### src/rtl/regfile_wb_sched.sv
// Write-port scheduler for the GPR file: arbitrates two write-back
// sources and keeps the per-register busy scoreboard for ID hazards.
`ifndef GPR_ADDR_SPACE
`define GPR_ADDR_SPACE 5
`endif
`ifndef GPR_WIDTH
`define GPR_WIDTH 32
`endif
`ifndef GPR_NUM
`define GPR_NUM 32
`endif

module regfile_wb_sched #(
  parameter int ADDR_W       = `GPR_ADDR_SPACE,
  parameter int DATA_W       = `GPR_WIDTH,
  parameter int NREG         = `GPR_NUM,
  parameter int STARVE_LIMIT = 4
) (
  input  logic              clk_i,
  input  logic              rst_n_i,
  input  logic              iss_valid_i,
  input  logic [ADDR_W-1:0] iss_rs1_i,
  input  logic [ADDR_W-1:0] iss_rs2_i,
  input  logic [ADDR_W-1:0] iss_rd_i,
  input  logic              iss_rd_we_i,
  input  logic              iss_use_rs2_i,
  output logic              iss_stall_o,
  input  logic              wba_valid_i,
  input  logic [ADDR_W-1:0] wba_addr_i,
  input  logic [DATA_W-1:0] wba_data_i,
  output logic              wba_ready_o,
  input  logic              wbb_valid_i,
  input  logic [ADDR_W-1:0] wbb_addr_i,
  input  logic [DATA_W-1:0] wbb_data_i,
  output logic              wbb_ready_o,
  output logic [ADDR_W-1:0] rd_addr_o,
  output logic [DATA_W-1:0] rd_val_o,
  output logic              rd_we_o,
  output logic [NREG-1:0]   busy_o
);

  localparam int CNT_W = $clog2(STARVE_LIMIT + 1);

  logic [NREG-1:0]   busy_q, busy_d;
  logic [CNT_W-1:0]  cnt_q, cnt_d;
  logic              we_q, we_d;
  logic [ADDR_W-1:0] addr_q, addr_d;
  logic [DATA_W-1:0] val_q, val_d;

  logic              force_b;
  logic              grant;
  logic              issue;
  logic [ADDR_W-1:0] g_addr;
  logic [DATA_W-1:0] g_data;

  // x0 and out-of-range indices never read as busy
  function automatic logic is_busy(
    input logic [NREG-1:0]   b,
    input logic [ADDR_W-1:0] a
  );
    logic r;
    r = 1'b0;
    for (int i = 1; i < NREG; i++)
      if (a == ADDR_W'(i)) r = b[i];
    return r;
  endfunction

  assign iss_stall_o = iss_valid_i & (
    is_busy(busy_q, iss_rs1_i) |
    (iss_use_rs2_i & is_busy(busy_q, iss_rs2_i)) |
    (iss_rd_we_i & is_busy(busy_q, iss_rd_i)));

  assign issue = iss_valid_i & ~iss_stall_o & iss_rd_we_i &
                 (iss_rd_i != '0);

  assign force_b = wbb_valid_i &
                   (cnt_q == CNT_W'(STARVE_LIMIT));
  assign wba_ready_o = wba_valid_i & ~force_b;
  assign wbb_ready_o = wbb_valid_i & (~wba_valid_i | force_b);
  assign grant = wba_ready_o | wbb_ready_o;
  assign g_addr = wba_ready_o ? wba_addr_i : wbb_addr_i;
  assign g_data = wba_ready_o ? wba_data_i : wbb_data_i;

  always_comb begin
    cnt_d = cnt_q;
    if (!wbb_valid_i || wbb_ready_o)
      cnt_d = '0;
    else if (cnt_q != CNT_W'(STARVE_LIMIT))
      cnt_d = cnt_q + 1'b1;
  end

  always_comb begin
    we_d   = grant & (g_addr != '0);
    addr_d = grant ? g_addr : addr_q;
    val_d  = grant ? g_data : val_q;
  end

  // clear before set so a same-edge issue to that index wins
  always_comb begin
    busy_d = busy_q;
    for (int i = 1; i < NREG; i++) begin
      if (grant && g_addr == ADDR_W'(i)) busy_d[i] = 1'b0;
      if (issue && iss_rd_i == ADDR_W'(i)) busy_d[i] = 1'b1;
    end
    busy_d[0] = 1'b0;
  end

  always_ff @(posedge clk_i) begin
    if (!rst_n_i) begin
      busy_q <= '0;
      cnt_q  <= '0;
      we_q   <= 1'b0;
      addr_q <= '0;
      val_q  <= '0;
    end else begin
      busy_q <= busy_d;
      cnt_q  <= cnt_d;
      we_q   <= we_d;
      addr_q <= addr_d;
      val_q  <= val_d;
    end
  end

  assign rd_we_o   = we_q;
  assign rd_addr_o = addr_q;
  assign rd_val_o  = val_q;
  assign busy_o    = busy_q;

endmodule

### config.mk
export PLATFORM = sky130hd
export DESIGN_NAME = regfile_wb_sched
export DESIGN_NICKNAME = d
export VERILOG_FILES = /design/src/rtl/regfile_wb_sched.sv
export SDC_FILE = /design/constraint.sdc
export NUM_CORES = 1
export LEC_CHECK = 0
export BUFFER_PORTS_ARGS = -buffer_cell sky130_fd_sc_hd__buf_2
export CAP_MARGIN = 0
export CORE_AREA = 2 2 120 87
export CTS_CLUSTER_SIZE = 8
export DETAILED_ROUTE_END_ITERATION = 10
export DIE_AREA = 0 0 122 89
export GPL_ROUTABILITY_DRIVEN = 0
export PLACE_DENSITY = 0.8
export SLEW_MARGIN = 20
export SYNTH_ARGS = -nofsm -noshare
export SYNTH_HDL_FRONTEND = slang
export SYNTH_SLANG_ARGS = --single-unit
### constraint.sdc
create_clock -name clk_i -period 2.66 [get_ports clk_i]
set_input_delay 0 -clock clk_i [delete_from_list [all_inputs] [get_ports clk_i]]
set_output_delay 0 -clock clk_i [all_outputs]
set_load 0.005 [all_outputs]
### After elaboration in Yosys (flattened, before gate mapping)

Cells that the tools add are included.

* muxes and demuxes: 157
* bitwise operators: 18
* reductions and logical operators: 98
* add/subtract/negate cells: 1
* equality and inequality tests: 126

Operator list (number)
* == test 5 bit, second input constant: 64
* == test 5 x 4 -> 1 bit, second input constant: 32
* 2-to-1 mux 1 bit: 155
* == test 5 x 3 -> 1 bit, second input constant: 16
* logical AND 1 bit: 62
* nonzero test 2 bit: 31
* == test 5 x 2 -> 1 bit, second input constant: 8
* 2-to-1 mux 32 bit: 1
* == test 5 x 1 -> 1 bit, second input constant: 4
* AND 1 bit: 10
* nonzero test 5 bit: 2
* 2-to-1 mux 5 bit: 1
* NOT 1 bit: 4
* OR 1 bit: 4
* adder 3 x 1 -> 3 bit, second input constant: 1
* == test 3 bit, second input constant: 1
* != test 3 bit, second input constant: 1
* OR reduction 2 bit: 1
* zero test 1 bit: 1
* logical OR 1 bit: 1

* register bits after elaboration: 73
* logic and storage cells: 436
* output and inout port bits: 73
* input bits: 96

### Depth between registers and ports, before layout

Gate-level depths: netlist of the first run.

* depth after elaboration: 42
* mapped depth: 12
* depth with buffers taken out: 11

### Worst setup path after synthesis of the first run

Ideal clock, no wire load.

* path type: reg-to-reg
* start: register busy_q[27] (netlist: busy_o[27])
* end: register busy_q[16] (netlist: busy_o[16])
* required time: 2.599 ns
* clock period less this slack: 2.141 ns
* setup time: 0.061 ns
* data arrival time: 2.080 ns
* buffers on the path: 1
* path slack: 0.519 ns
* cell stages (with the launch flop): 10
* cell sequence: dfxtp_1 mux4_2 or2_0 a21oi_2 o31ai_1 o211ai_2 nand3_2 nor3_4 buf_6 a32o_1

* cells in the longest elaborated chain, start to end: 15
* elaborated cells on any way between the ends: 27
* classes of those cells: mux (16); bitwise (9); reduce/logical (2)

RTL lines
* start: declaration: RTL line 44 `logic [NREG-1:0] busy_q, busy_d;`
* start signal: assignment: RTL line 116 `busy_q <= busy_d;`
* 2-to-1 mux 1 bit (5 in a row): RTL line 64 `if (a == ADDR_W'(i)) r = b[i];`
* AND 1 bit: RTL line 70 `(iss_use_rs2_i & is_busy(busy_q, iss_rs2_i)) |`
* OR 1 bit: RTL line 69 `is_busy(busy_q, iss_rs1_i) |`
* OR 1 bit *: RTL line 70
* AND 1 bit *: RTL line 68 `assign iss_stall_o = iss_valid_i & (`
* NOT 1 bit *: RTL line 73 `assign issue = iss_valid_i & ~iss_stall_o & iss_rd_we_i &`
* AND 1 bit * (3 in a row): RTL line 73
* logical AND 1 bit *: RTL line 103 `if (issue && iss_rd_i == ADDR_W'(i)) busy_d[i] = 1'b1;`
* 2-to-1 mux 1 bit / nonzero test 2 bit (equally long branches)

Every way passes the cells marked *; elsewhere a longest branch is shown, timed or not.
A chain may end at the register's enable or synchronous reset.

### Final worst setup path of the first run

* start: register busy_q[24] (netlist: busy_o[24])
* end: register busy_q[25] (netlist: busy_o[25])

* cells in the longest elaborated chain, start to end: 18
* elaborated cells on any way between the ends: 36
* classes of those cells: mux (25); bitwise (9); reduce/logical (2)

RTL lines (RTL line)
* 2-to-1 mux 1 bit (8 in a row): 64
* AND 1 bit: 70
* OR 1 bit: 69
* OR 1 bit *: 70
* AND 1 bit *: 68
* NOT 1 bit *: 73
* AND 1 bit * (3 in a row): 73
* logical AND 1 bit *: 103
* 2-to-1 mux 1 bit / nonzero test 2 bit (equally long branches)

Marked as above.

==> results of run 1 <==
## layout make-up
| cell class | count | area [um2] | area share, % |
|---|---|---|---|
| multi-input combinational | 472 | 3110 | 48.5 |
| sequential | 72 | 1440 | 22.5 |
| timing repair buffer | 220 | 1340 | 20.9 |
| clock buffer | 13 | 270 | 4.22 |
| tap | 128 | 160 | 2.50 |
| inverter | 19 | 71.3 | 1.11 |
| clock inverter | 3 | 15.0 | 0.235 |
## path summary, 6_finish.rpt
kind	slack, ns	cells after the start	endpoint	from
worst min register to register	0.48	1	cnt_q[0]	cnt_q[0]
worst max-delay path	0.18	9	busy_o[25]	busy_o[24]
worst max register to register	0.18	9	busy_o[25]	busy_o[24]
worst min-delay path	0.003	3	rd_val_o[7]	wbb_data_i[7]
## Yosys cell counts, types with 4 or more instances
library cell / count / area (um2)
sky130_fd_sc_hd__dfxtp_1: 72 / 1440
sky130_fd_sc_hd__nor2_1: 63 / 236
sky130_fd_sc_hd__nand2_1: 51 / 191
sky130_fd_sc_hd__mux2i_1: 43 / 430
sky130_fd_sc_hd__a211oi_1: 38 / 285
sky130_fd_sc_hd__a21oi_1: 33 / 165
sky130_fd_sc_hd__clkbuf_1: 28 / 105
sky130_fd_sc_hd__o21ai_0: 22 / 110
sky130_fd_sc_hd__nand2b_1: 18 / 113
sky130_fd_sc_hd__inv_1: 17 / 63.8
sky130_fd_sc_hd__a31o_1: 16 / 140
sky130_fd_sc_hd__a32o_1: 15 / 150
sky130_fd_sc_hd__nor3_1: 15 / 75.1
sky130_fd_sc_hd__buf_2: 13 / 65.1
sky130_fd_sc_hd__nand3_1: 13 / 65.1
sky130_fd_sc_hd__and2_1: 10 / 62.6
sky130_fd_sc_hd__o21a_1: 10 / 75.1
sky130_fd_sc_hd__nor2b_1: 9 / 56.3
sky130_fd_sc_hd__o22ai_1: 8 / 50.1
sky130_fd_sc_hd__nand3b_1: 7 / 52.6
sky130_fd_sc_hd__nor3b_1: 7 / 52.6
sky130_fd_sc_hd__a21boi_0: 6 / 45.0
sky130_fd_sc_hd__o211ai_1: 6 / 45.0
sky130_fd_sc_hd__a311oi_1: 5 / 43.8
sky130_fd_sc_hd__o31ai_1: 5 / 37.5
sky130_fd_sc_hd__a2bb2oi_1: 4 / 35.0
sky130_fd_sc_hd__buf_4: 4 / 30.0
sky130_fd_sc_hd__o2111ai_1: 4 / 35.0
sky130_fd_sc_hd__o21ai_1: 4 / 20.0
## power groups by stage
stage          sequential [uW]  combinational, uW  clock, uW
2_1_floorplan             1180                328          0
3_3_place_gp              1180                523          0
3_5_place_dp              1180                539          0
4_1_cts                   1160                589       1140
5_1_grt                   1160                656       1200
6_report                  1160                610       1130
## per-stage QoR
step / std cells / instance area [um2] / setup WS (ns) / util [%] / hold slack (ns)
final: 927 / 6400 / 0.181 / 66.8 / 0.00314
after global routing: 927 / 6400 / 0.0857 / 66.8 / 0.0208
after CTS: 927 / 6390 / 0.158 / 66.8 / 0.00360
after detailed placement: 872 / 5710 / 0.210 / 59.7 / 0.296
after global placement: 872 / 5710 / 0.355 / 59.7 / 0.287
after floorplan: 613 / 4840 / 0.519 / - / 0.0896
## worst max-delay path: stages (launching register included)
cell                       delay [ns]
sky130_fd_sc_hd__dfxtp_1         0.37
sky130_fd_sc_hd__mux4_2          0.47
sky130_fd_sc_hd__or2_0           0.23
sky130_fd_sc_hd__a21oi_2         0.18
sky130_fd_sc_hd__o31ai_1         0.14
sky130_fd_sc_hd__o211ai_2        0.23
sky130_fd_sc_hd__nand3_2         0.13
sky130_fd_sc_hd__nor3_4          0.13
sky130_fd_sc_hd__buf_4           0.32
sky130_fd_sc_hd__a32o_1          0.22
## cell usage in the layout, fill, tap and decap left out, drive strengths merged, types with 6 or more instances in the layout
cell type | Yosys | routed
o22ai | 8 | 8
o21a | 10 | 10
nor3 | 16 | 16
nand2 | 51 | 51
dfxtp | 72 | 72
nor2b | 9 | 9
a31o | 16 | 16
a211oi | 39 | 39
a32o | 15 | 15
nor2 | 63 | 63
mux2i | 43 | 43
a21oi | 34 | 34
buf | 22 | 181
o21ai | 26 | 26
nor3b | 7 | 7
a21boi | 6 | 6
and2 | 11 | 11
nand2b | 18 | 18
nand3 | 14 | 14
o211ai | 7 | 7
nand3b | 7 | 7
clkbuf | 28 | 13
dlygate4sd3 | 0 | 39
inv | 19 | 19
## routing by layer
layer	GRT usage, %	wire length, um	vias to the layer above
met5	0	0	-
met4	12.1	569	0
met3	9.06	2060	59
met2	51.2	8000	384
met1	42.4	7220	2705
li1	-	-	2648
## flip-flops by register name, summed over array words and instances (netlist names)
name and cells:
busy_o 31, rd_val_o 32, rd_addr_o 5, cnt_q 3
rd_we_o 1
## repair_timing
| item | 4_1_cts | 5_1_grt |
|---|---|---|
| hold buffers | 39 | 0 |
| hold endpoints to repair | 35 | 0 |
| resized for setup | 0 | 2 |
| setup endpoints to repair | 0 | 4 |
## cell families (layout without fill, tap and decap cells)
group,after synthesis,count (layout)
fa+ha+maj,2,2
other cells,1,1
simple gates,219,219
compound gates,204,204
buf+inv,69,255
mux,46,46
flops,72,72
==> results.txt, run 1 <==
----------------------------------------------------
[Timing]
  Hold Fails Final Rpt ... 0
  Final cycle utilization of the critical path ... 93.2%
  Setup repair after global routing missed its margin ... false
  Slew HR ... 30.4%
  Fmax ... roughly 400 MHz
  Clock skew after layout ... ~0.0063 ns
  Final sum of negative setup slack ... 0 ns
  Count of final setup violators ... 0
  Slew at the pin with the worst max-slew slack ... 1.03 ns
  Final min period ... approximately 2.5 ns
  Final Max Tran Viols ... 0

[Worst setup path]
  Critical path peak fanout ... 28
  Critical path class ... reg2reg
  Worst path required time ... about 2.9 ns
  Type of destination of the critical path ... flop
  CP startpoint kind ... flop
  Data arrival time of the critical path ... between 2 and 3 ns

[Die]
  Num ports ... ~170
  Floorplan row count ... 30
  Die Y-Extent ... 89 um
  Starting Density ... between 50% and 60%
  Die outline area ... approximately 0.011 mm2
  Die X-Extent ... 122 um
  Core ar. ... about 0.0096 mm2

[Placed design]
  Port buffer count ... 167
  Post-DP HPWL ... between 10 and 15 mm

[Global route]
  Vias in the first global route ... 5326
  Pin count of the biggest net entering global routing ... between 70 and 80
  Gr ovfl total ... 0
  First-pass GRT wire length ... around 27 mm
  All-Layer GR Usage ... approximately a third
  Initial antenna violation count ... 0

[Flow run]
  Max-cap check violation count ... 0

[Power]
  Power density over the cells ... approximately 450 mW/mm2
  Comb power frac ... approximately a fifth
  Max rail drop VDD ... roughly 0.29 mV
  Post-layout total power ... between 2000 and 3000 uW
  Psw ... between 800 and 900 uW
  Internal Dissipation ... about 2100 uW
  Switching fraction of total power ... roughly 28%
  Sequential Power Share ... between 30% and 40%
  Leakage power total ... ~0.0028 uW
  Part of the power in the clock network ... between 30% and 40%

[Detailed routing]
  Via density per instance ... 6.25
  Overall via count from detail_route ... 5796
  Total iterations of the first detailed-routing run ... 5
  DRT iter0 DRCs ... 776
  Detailed-route wire length per cell ... between 15 and 20 um
  Final WL ... around 18 mm
  Final antenna-violating net count ... 0
  Remaining design rule violation count ... 0

[Clocking]
  Post-CTS setup buffers ... 0
  Total CTS buffers ... 9
  Root buf cell ... sky130_fd_sc_hd__clkbuf_16
  Largest buffer count on any clock path ... 2
  Clock tree from TritonCTS ... built
  H-tree depth ... 3
  Num Clock Sinks ... between 70 and 80
  Clk_lat worst skew ... around 0.34 ns
  Register clock-pin slew on the reported worst setup and hold paths ... 0.05 ns

[Logic synthesis]
  Post-synthesis xor/xnor area fraction ... 0%
  Ys flop type ... sky130_fd_sc_hd__dfxtp_1
  Number of enable-type register cells in the synthesized netlist ... 0
  Dominant combinational cell family by area after synthesis ... compound AO/OA/AOI/OAI gates
  Portion of the post-synthesis area used by sequential elements ... ~30%
  Synth Area in Compound Gates ... 30.7%
  Combined area of all synthesized cells ... between 0.004 and 0.005 mm2
  Register bit count reported by yosys ... 72
  Synthesized netlist net count ... around 710
  Number of warnings issued by yosys ... 0
  Post-synthesis share of cell area spent on full adders, half adders and majority gates ... less than 1%
  Post-Synth Simple-Gate Area ... around 23%
  Synthesized instance count ... between 600 and 700
  Mean cell area of the mapped netlist ... a little under 8 um2
  Count of cell types in the netlist ... a little over 70
  Ys async rst share ... 0%
  Share of synthesized area spent on multiplexers ... about a tenth

[Layout]
  Fraction of layout cells with a size suffix above 1 ... between 20% and 30%
  Count of inserted antenna diode cells ... 0
  Area growth, synth to finish ... 32.1%
  # nets final ... ~890
  Total of fill cells in the finished design ... roughly 800

[Min path]
  Min-delay worst type ... in2reg

[Run status]
  Status ... finished clean

----------------------------------------------------
No activity file was read; power rests on OpenSTA's default activity.
==> run 2, diff against run 1 <==
- BUFFER_PORTS_ARGS: -buffer_cell sky130_fd_sc_hd__buf_2 -> -buffer_cell sky130_fd_sc_hd__buf_4
==> results.txt, run 2 (same netlist as run 1, synthesis figures left out) <==
----------------------------------------------------
[Clocking]
  Total CTS buffers ... 9 (unchanged)
  Register clock-pin slew on the reported worst setup and hold paths ... 0.06 ns (about the same)
  Root buf cell ... sky130_fd_sc_hd__clkbuf_16
  H-tree depth ... 3 (unchanged)
  Largest buffer count on any clock path ... 2 (unchanged)
  Post-CTS setup buffers ... 0 (unchanged)
  Clk_lat worst skew ... 0.33 ns (about the same)
  Num Clock Sinks ... 72 (unchanged)
  Clock tree from TritonCTS ... built

[Worst setup path]
  Worst path required time ... 2.66 ns (-0.28 ns)
  Data arrival time of the critical path ... 2.45 ns (-0.30 ns)
  Slowest Stage Delay on Critical Path ... 0.36 ns (-0.11 ns)
  Critical path peak fanout ... 6 (-79%)
  Cell Chain, Critical Path ... mux2_1 > o221a_1 > a211oi_2 > o21ai_1 > o2111ai_1 > nand2_1 > o31a_1 > buf_4
  CP startpoint kind ... flop
  Type of destination of the critical path ... output pin
  Critical path class ... reg2out
  Critical-path cell with the highest stage delay ... sky130_fd_sc_hd__dfxtp_1

[Timing]
  Final min period ... 2.45 ns (-0.0252 ns)
  Hold Fails Final Rpt ... 0 (unchanged)
  Count of final setup violators ... 0 (unchanged)
  Setup repair after global routing missed its margin ... false
  Final Max Tran Viols ... 0 (unchanged)
  Final sum of negative setup slack ... 0 ns (unchanged)
  Slew at the pin with the worst max-slew slack ... 1.03 ns (-0.000955 ns)
  Final cycle utilization of the critical path ... 92.2% (-0.95 points)
  Clock skew after layout ... 0.00461 ns (-0.00166 ns)
  Fmax ... 408 MHz (+1.0%)
  Slew HR ... 30.5% (+0.065 points)

[Detailed routing]
  Overall via count from detail_route ... 5899 (+1.8%)
  Remaining design rule violation count ... 0 (unchanged)
  Final WL ... 18.8 mm (+5.1%)
  DRT iter0 DRCs ... 824 (+6.2%)
  Total iterations of the first detailed-routing run ... 6 (+1)
  Detailed-route wire length per cell ... 20.3 um (+5.5%)
  Final antenna-violating net count ... 0 (unchanged)
  Via density per instance ... 6.38 (+2.1%)

[Power]
  Max rail drop VDD ... 0.422 mV (+46%)
  Power density over the cells ... 445 mW/mm2 (-2.0%)
  Leakage power total ... 0.00293 uW (+2.8%)

[Min path]
  Min-delay worst type ... in2reg

[Die]
  Core ar. ... 0.00957 mm2 (unchanged)
  Num ports ... 169 (unchanged)
  Die X-Extent ... 122 um (unchanged)
  Floorplan row count ... 30 (unchanged)
  Die Y-Extent ... 89 um (unchanged)
  Die outline area ... 0.0109 mm2 (unchanged)
  Starting Density ... 50.6% (unchanged)

[Layout]
  Max reg flops ... 32 (unchanged)
  Most common cell after layout, fill and taps aside ... sky130_fd_sc_hd__buf_4
  Highest-count cells in the layout ignoring fill and taps ... sky130_fd_sc_hd__buf_4 (180), sky130_fd_sc_hd__dfxtp_1 (72), sky130_fd_sc_hd__nor2_1 (63)
  # nets final ... 889 (-0.34%)
  Fraction of layout cells with a size suffix above 1 ... 25.8% (-0.12 points)
  Summed area of non-filler cells in the final layout ... 0.00679 mm2 (+6.1%)
  Area growth, synth to finish ... 40.1%

[Global route]
  First-pass GRT wire length ... 28.8 mm (+5.5%)
  All-Layer GR Usage ... 34.3% (+1.9 points)
  Initial antenna violation count ... 1 (+1)
  Pin count of the biggest net entering global routing ... 70 (-1.4%)
  Vias in the first global route ... 5547 (+4.1%)
  Gr ovfl total ... 0 (unchanged)

[Run status]
  Status ... finished clean

[Placed design]
  Placement-stage cell area ... 0.00613 mm2 (+7.3%)
  Port buffer count ... 167 (unchanged)
  Post-DP HPWL ... 13.1 mm (+5.2%)

[Flow run]
  Max-cap check violation count ... 0 (unchanged)

----------------------------------------------------
-- run 2: changes by cell type in the layout (fill, tap and decap cells not counted), sizes merged --
cell / delta
dlygate4sd3: -3
clkbuf: -2
bufinv: +1
diode: +1
-- run 2: final cells by class --
cell class / count / area, um2
multi-input cells: 472 / 3100
clock inverters: 4 / 45.0
clock buffers: 11 / 243
well taps: 128 / 160
repair buffers: 217 / 1720
inverters: 19 / 71.3
flip-flops and latches: 72 / 1440
diodes: 1 / 2.50
fillers: 717 / 2790
-- run 2: path summary, 6_finish.rpt --
path	from	to	slack, ns	cells past startpoint
setup / recovery	busy_o[13]	iss_stall_o	0.21	8
hold / removal	wba_data_i[8]	rd_val_o[8]	0.02	3
hold reg to reg	cnt_q[0]	cnt_q[0]	0.49	1
setup reg to reg	busy_o[13]	busy_o[28]	0.21	9
-- run 2: critical path, delay by kind of cell, from the launching register on --
family,cells,cell delay [ns]
muxes,1,0.31
AOI/OAI and AO/OA,5,1.16
buffers and inverters,1,0.14
and+or+nand+nor,1,0.16
DFF,1,0.36
-- run 2: routing by layer --
layer | wire length, um | GRT usage (%) | vias to the layer above
met5 | 0 | 0 | -
met4 | 612 | 15.0 | 0
met3 | 1990 | 7.84 | 74
met2 | 8740 | 55.0 | 394
met1 | 7430 | 44.7 | 2780
li1 | - | - | 2651
-- run 2: through the flow --
stage	instances	setup WS (ns)	power, uW	utilization (%)	hold slack, ns
finish	924	0.206	3020	70.9	0.0152
global route	924	0.0350	3120	70.9	0.0152
CTS	923	0.153	3000	70.8	0.00814
detailed placement	872	0.300	1790	64.1	0.300
global placement	872	0.404	1770	64.1	0.292
floorplan	613	0.519	1510	-	0.0896
-- run 2: repair_timing --
action	CTS	global route
endpoints found under the hold margin	32	0
hold buffers	36	0
resized for setup	0	1
endpoints found under the setup margin	0	2
-- run 2: power by group --
part	internal (uW)	switching, uW
Combinational	327	356
Sequential	1130	31.2
Clock	741	434
==> run 3, diff against run 2 <==
- ABC_AREA: not set -> 1
- CORE_AREA: 2 2 120 87 -> 2 2 115 89
- DIE_AREA: 0 0 122 89 -> 0 0 117 91
- PLACE_DENSITY: 0.8 -> 0.79
==> results.txt, run 3 <==
----------------------------------------------------
[Run status]
  Status ... finished with violations
  Violations in the final reports ... setup timing

[Worst setup path]
  Critical path peak fanout ... 15 (+9)
  Critical path class ... reg2reg
  CP delay by family, top ... simple AND/OR/NAND/NOR gates
  Data arrival time of the critical path ... 3.11 ns (+0.66 ns)
  Slowest Stage Delay on Critical Path ... 0.57 ns (+0.21 ns)
  Cell Chain, Critical Path ... or4_1 > nand2_1 > nand3_2 > nand2_2 > nand3_2 > nand2_1 > nand3_1 > nand2_1 > nand2_1 > nand2_1 > nand4_1 > nand2_1 > nand4_2 > a21oi_4 > buf_12 > buf_12 > nand4_1 > a21oi_2
  Most used cell along the critical path ... sky130_fd_sc_hd__nand2_1
  Critical path buffers and inverters ... 2 (+1)
  Worst path required time ... 2.91 ns (+0.25 ns)
  Critical-path cell with the highest stage delay ... sky130_fd_sc_hd__or4_1
  CP startpoint kind ... flop
  Type of destination of the critical path ... flop

[Logic synthesis]
  Portion of the post-synthesis area used by sequential elements ... 31.1% (+1.3 points)
  Largest cells by area after synthesis ... sky130_fd_sc_hd__dfxtp_1 (31%), sky130_fd_sc_hd__nand2_1 (18%), sky130_fd_sc_hd__nand4_1 (8.8%)
  Most frequent cell after synthesis ... sky130_fd_sc_hd__nand2_1
  Synth top area share ... 31.1% (+1.3 points)
  Register bit count reported by yosys ... 72 (unchanged)
  Combined area of all synthesized cells ... 0.00464 mm2 (-4.2%)
  Synthesized netlist net count ... 830 (+17%)
  Synthesized instance count ... 732 (+19%)
  Number of warnings issued by yosys ... 0 (unchanged)
  Mean cell area of the mapped netlist ... 6.34 um2 (-20%)
  Ys flop type ... sky130_fd_sc_hd__dfxtp_1
  Ys async rst share ... 0% (unchanged)
  Number of enable-type register cells in the synthesized netlist ... 0 (unchanged)
  Most instantiated cells after synthesis ... sky130_fd_sc_hd__nand2_1 (218), sky130_fd_sc_hd__dfxtp_1 (72), sky130_fd_sc_hd__inv_1 (69)
  Count of cell types in the netlist ... 41 (-42%)
  Yosys top cell by area ... sky130_fd_sc_hd__dfxtp_1

[Timing]
  Slew at the pin with the worst max-slew slack ... 1.13 ns (+0.0968 ns)
  Setup repair after global routing missed its margin ... true
  Fmax ... 349 MHz (-14%)
  Clock skew after layout ... 0.00806 ns (+0.00345 ns)
  Final min period ... 2.87 ns (+0.412 ns)
  Final Max Tran Viols ... 0 (unchanged)
  Slew HR ... 24.9% (-5.6 points)
  Post-route worst setup slack ... -0.206 ns (-0.412 ns)
  Count of final setup violators ... 32 (+32)
  Final sum of negative setup slack ... -2.99 ns (-2.99 ns)
  Hold Fails Final Rpt ... 0 (unchanged)
  Final cycle utilization of the critical path ... 108% (+16 points)

[Layout]
  Fraction of layout cells with a size suffix above 1 ... 26.1% (+0.31 points)
  Highest-count cells in the layout ignoring fill and taps ... sky130_fd_sc_hd__nand2_1 (215), sky130_fd_sc_hd__buf_4 (179), sky130_fd_sc_hd__inv_1 (69)
  Total of fill cells in the finished design ... 707 (-1.4%)
  Post-Layout Cell Count ... 1090 (+18%)
  Count of inserted antenna diode cells ... 0 (-1)
  Most common cell after layout, fill and taps aside ... sky130_fd_sc_hd__nand2_1
  Summed area of non-filler cells in the final layout ... 0.00702 mm2 (+3.4%)
  Max reg flops ... 32 (unchanged)
  Area growth, synth to finish ... 51.2%
  # nets final ... 1051 (+18%)
  Core utilization of the finished layout ... 73.8% (+2.9 points)

[Die]
  Num ports ... 169 (unchanged)
  Die Y-Extent ... 91 um (+2.2%)
  Die outline area ... 0.0106 mm2 (-1.9%)
  Core ar. ... 0.00950 mm2 (-0.72%)
  Floorplan row count ... 31 (+3.3%)
  Die X-Extent ... 117 um (-4.1%)
  Starting Density ... 48.8% (-1.8 points)

[Clocking]
  Total CTS buffers ... 9 (unchanged)
  Largest buffer count on any clock path ... 2 (unchanged)
  Register clock-pin slew on the reported worst setup and hold paths ... 0.06 ns (about the same)
  Clock tree from TritonCTS ... built
  Num Clock Sinks ... 72 (unchanged)
  Clk_lat worst skew ... 0.34 ns (about the same)
  H-tree depth ... 3 (unchanged)
  Root buf cell ... sky130_fd_sc_hd__clkbuf_16

[Power]
  Leakage power total ... 0.00316 uW (+8.2%)
  Power density over the cells ... 439 mW/mm2 (-1.2%)
  Max rail drop VDD ... 0.303 mV (-28%)
  Post-layout total power ... 3080 uW (+2.2%)

[Detailed routing]
  Overall via count from detail_route ... 6516 (+10%)
  Total iterations of the first detailed-routing run ... 9 (+3)
  Remaining design rule violation count ... 0 (unchanged)
  Final WL ... 19.9 mm (+6.0%)
  Final antenna-violating net count ... 0 (unchanged)
  Detailed-route wire length per cell ... 18.2 um (-10%)
  DRT iter0 DRCs ... 974 (+18%)
  Via density per instance ... 5.98 (-6.4%)

[Placed design]
  Dpl cells ... 1007 (+15%)
  Post-DP HPWL ... 12.9 mm (-1.5%)
  Port buffer count ... 167 (unchanged)
  Placement-stage cell area ... 0.00596 mm2 (-2.8%)

[Flow run]
  Max-cap check violation count ... 0 (unchanged)

[Global route]
  All-Layer GR Usage ... 36.9% (+2.6 points)
  Pin count of the biggest net entering global routing ... 63 (-10%)
  Vias in the first global route ... 6279 (+13%)
  Initial antenna violation count ... 0 (-1)
  First-pass GRT wire length ... 31.0 mm (+7.4%)
  Gr ovfl total ... 0 (unchanged)

[Min path]
  Min-delay worst type ... in2reg

----------------------------------------------------
run 3: logic make-up after synthesis:
family,count (synthesis),share of synthesized area [%]
DFF,72,31.1
AOI/OAI and AO/OA,127,15.8
adders and majority gates,2,0.539
other,1,0.0808
xor gates and xnor gates,2,0.378
and+or+nand+nor,414,40.6
buffers and inverters,114,11.6
run 3: path summary, 6_finish.rpt:
path	cells after the start	slack, ns	startpoint	to
max	18	-0.21	busy_o[12]	busy_o[17]
min reg2reg	2	0.51	rd_addr_o[1]	rd_addr_o[1]
min	3	0.06	wbb_valid_i	cnt_q[0]
max reg2reg	18	-0.21	busy_o[12]	busy_o[17]
run 3: timing repair:
item,in CTS,in global routing
endpoints found under the hold margin,33,1
cloned,1,0
pin swaps,0,8
hold buffers,63,1
buffers inserted,3,0
resized for setup,6,23
setup endpoints to repair,2,63
run 3: final cells by class:
| class | count | area, um2 | share of cell area, % |
|---|---|---|---|
| clock buffers | 10 | 229 | 3.26 |
| clock inverters | 6 | 67.6 | 0.963 |
| inverters | 74 | 278 | 3.96 |
| multi-input cells | 546 | 2720 | 38.7 |
| flip-flops and latches | 72 | 1450 | 20.7 |
| well taps | 132 | 165 | 2.35 |
| repair buffers | 250 | 2110 | 30.1 |
run 3: worst min-delay path, delay by kind of cell:
kind	cells	cell delay [ns]
simple gates	2	0.21
buf+inv	1	0.13
run 3: stage by stage:
stage          hold slack (ns)  setup WS [ns]
6_report                0.0616         -0.206
5_1_grt                 0.0779         -0.287
4_1_cts                0.00115        -0.0158
3_5_place_dp             0.265         0.0508
3_3_place_gp             0.257          0.155
2_1_floorplan            0.115          0.517
run 3: layer usage:
metal	up-vias	global-route usage [%]	part of all wire [%]
met5	-	0	0
met4	0	18.9	4.9
met3	113	11.9	13
met2	532	57.3	45
met1	2960	45.3	36
li1	2911	-	-
run 3: report_power, final:
part	internal, uW	leakage, uW	total (uW)	switching, uW
clock network	730	0.000139	1220	495
logic	333	0.00243	706	372
registers	1120	0.000592	1150	30.2
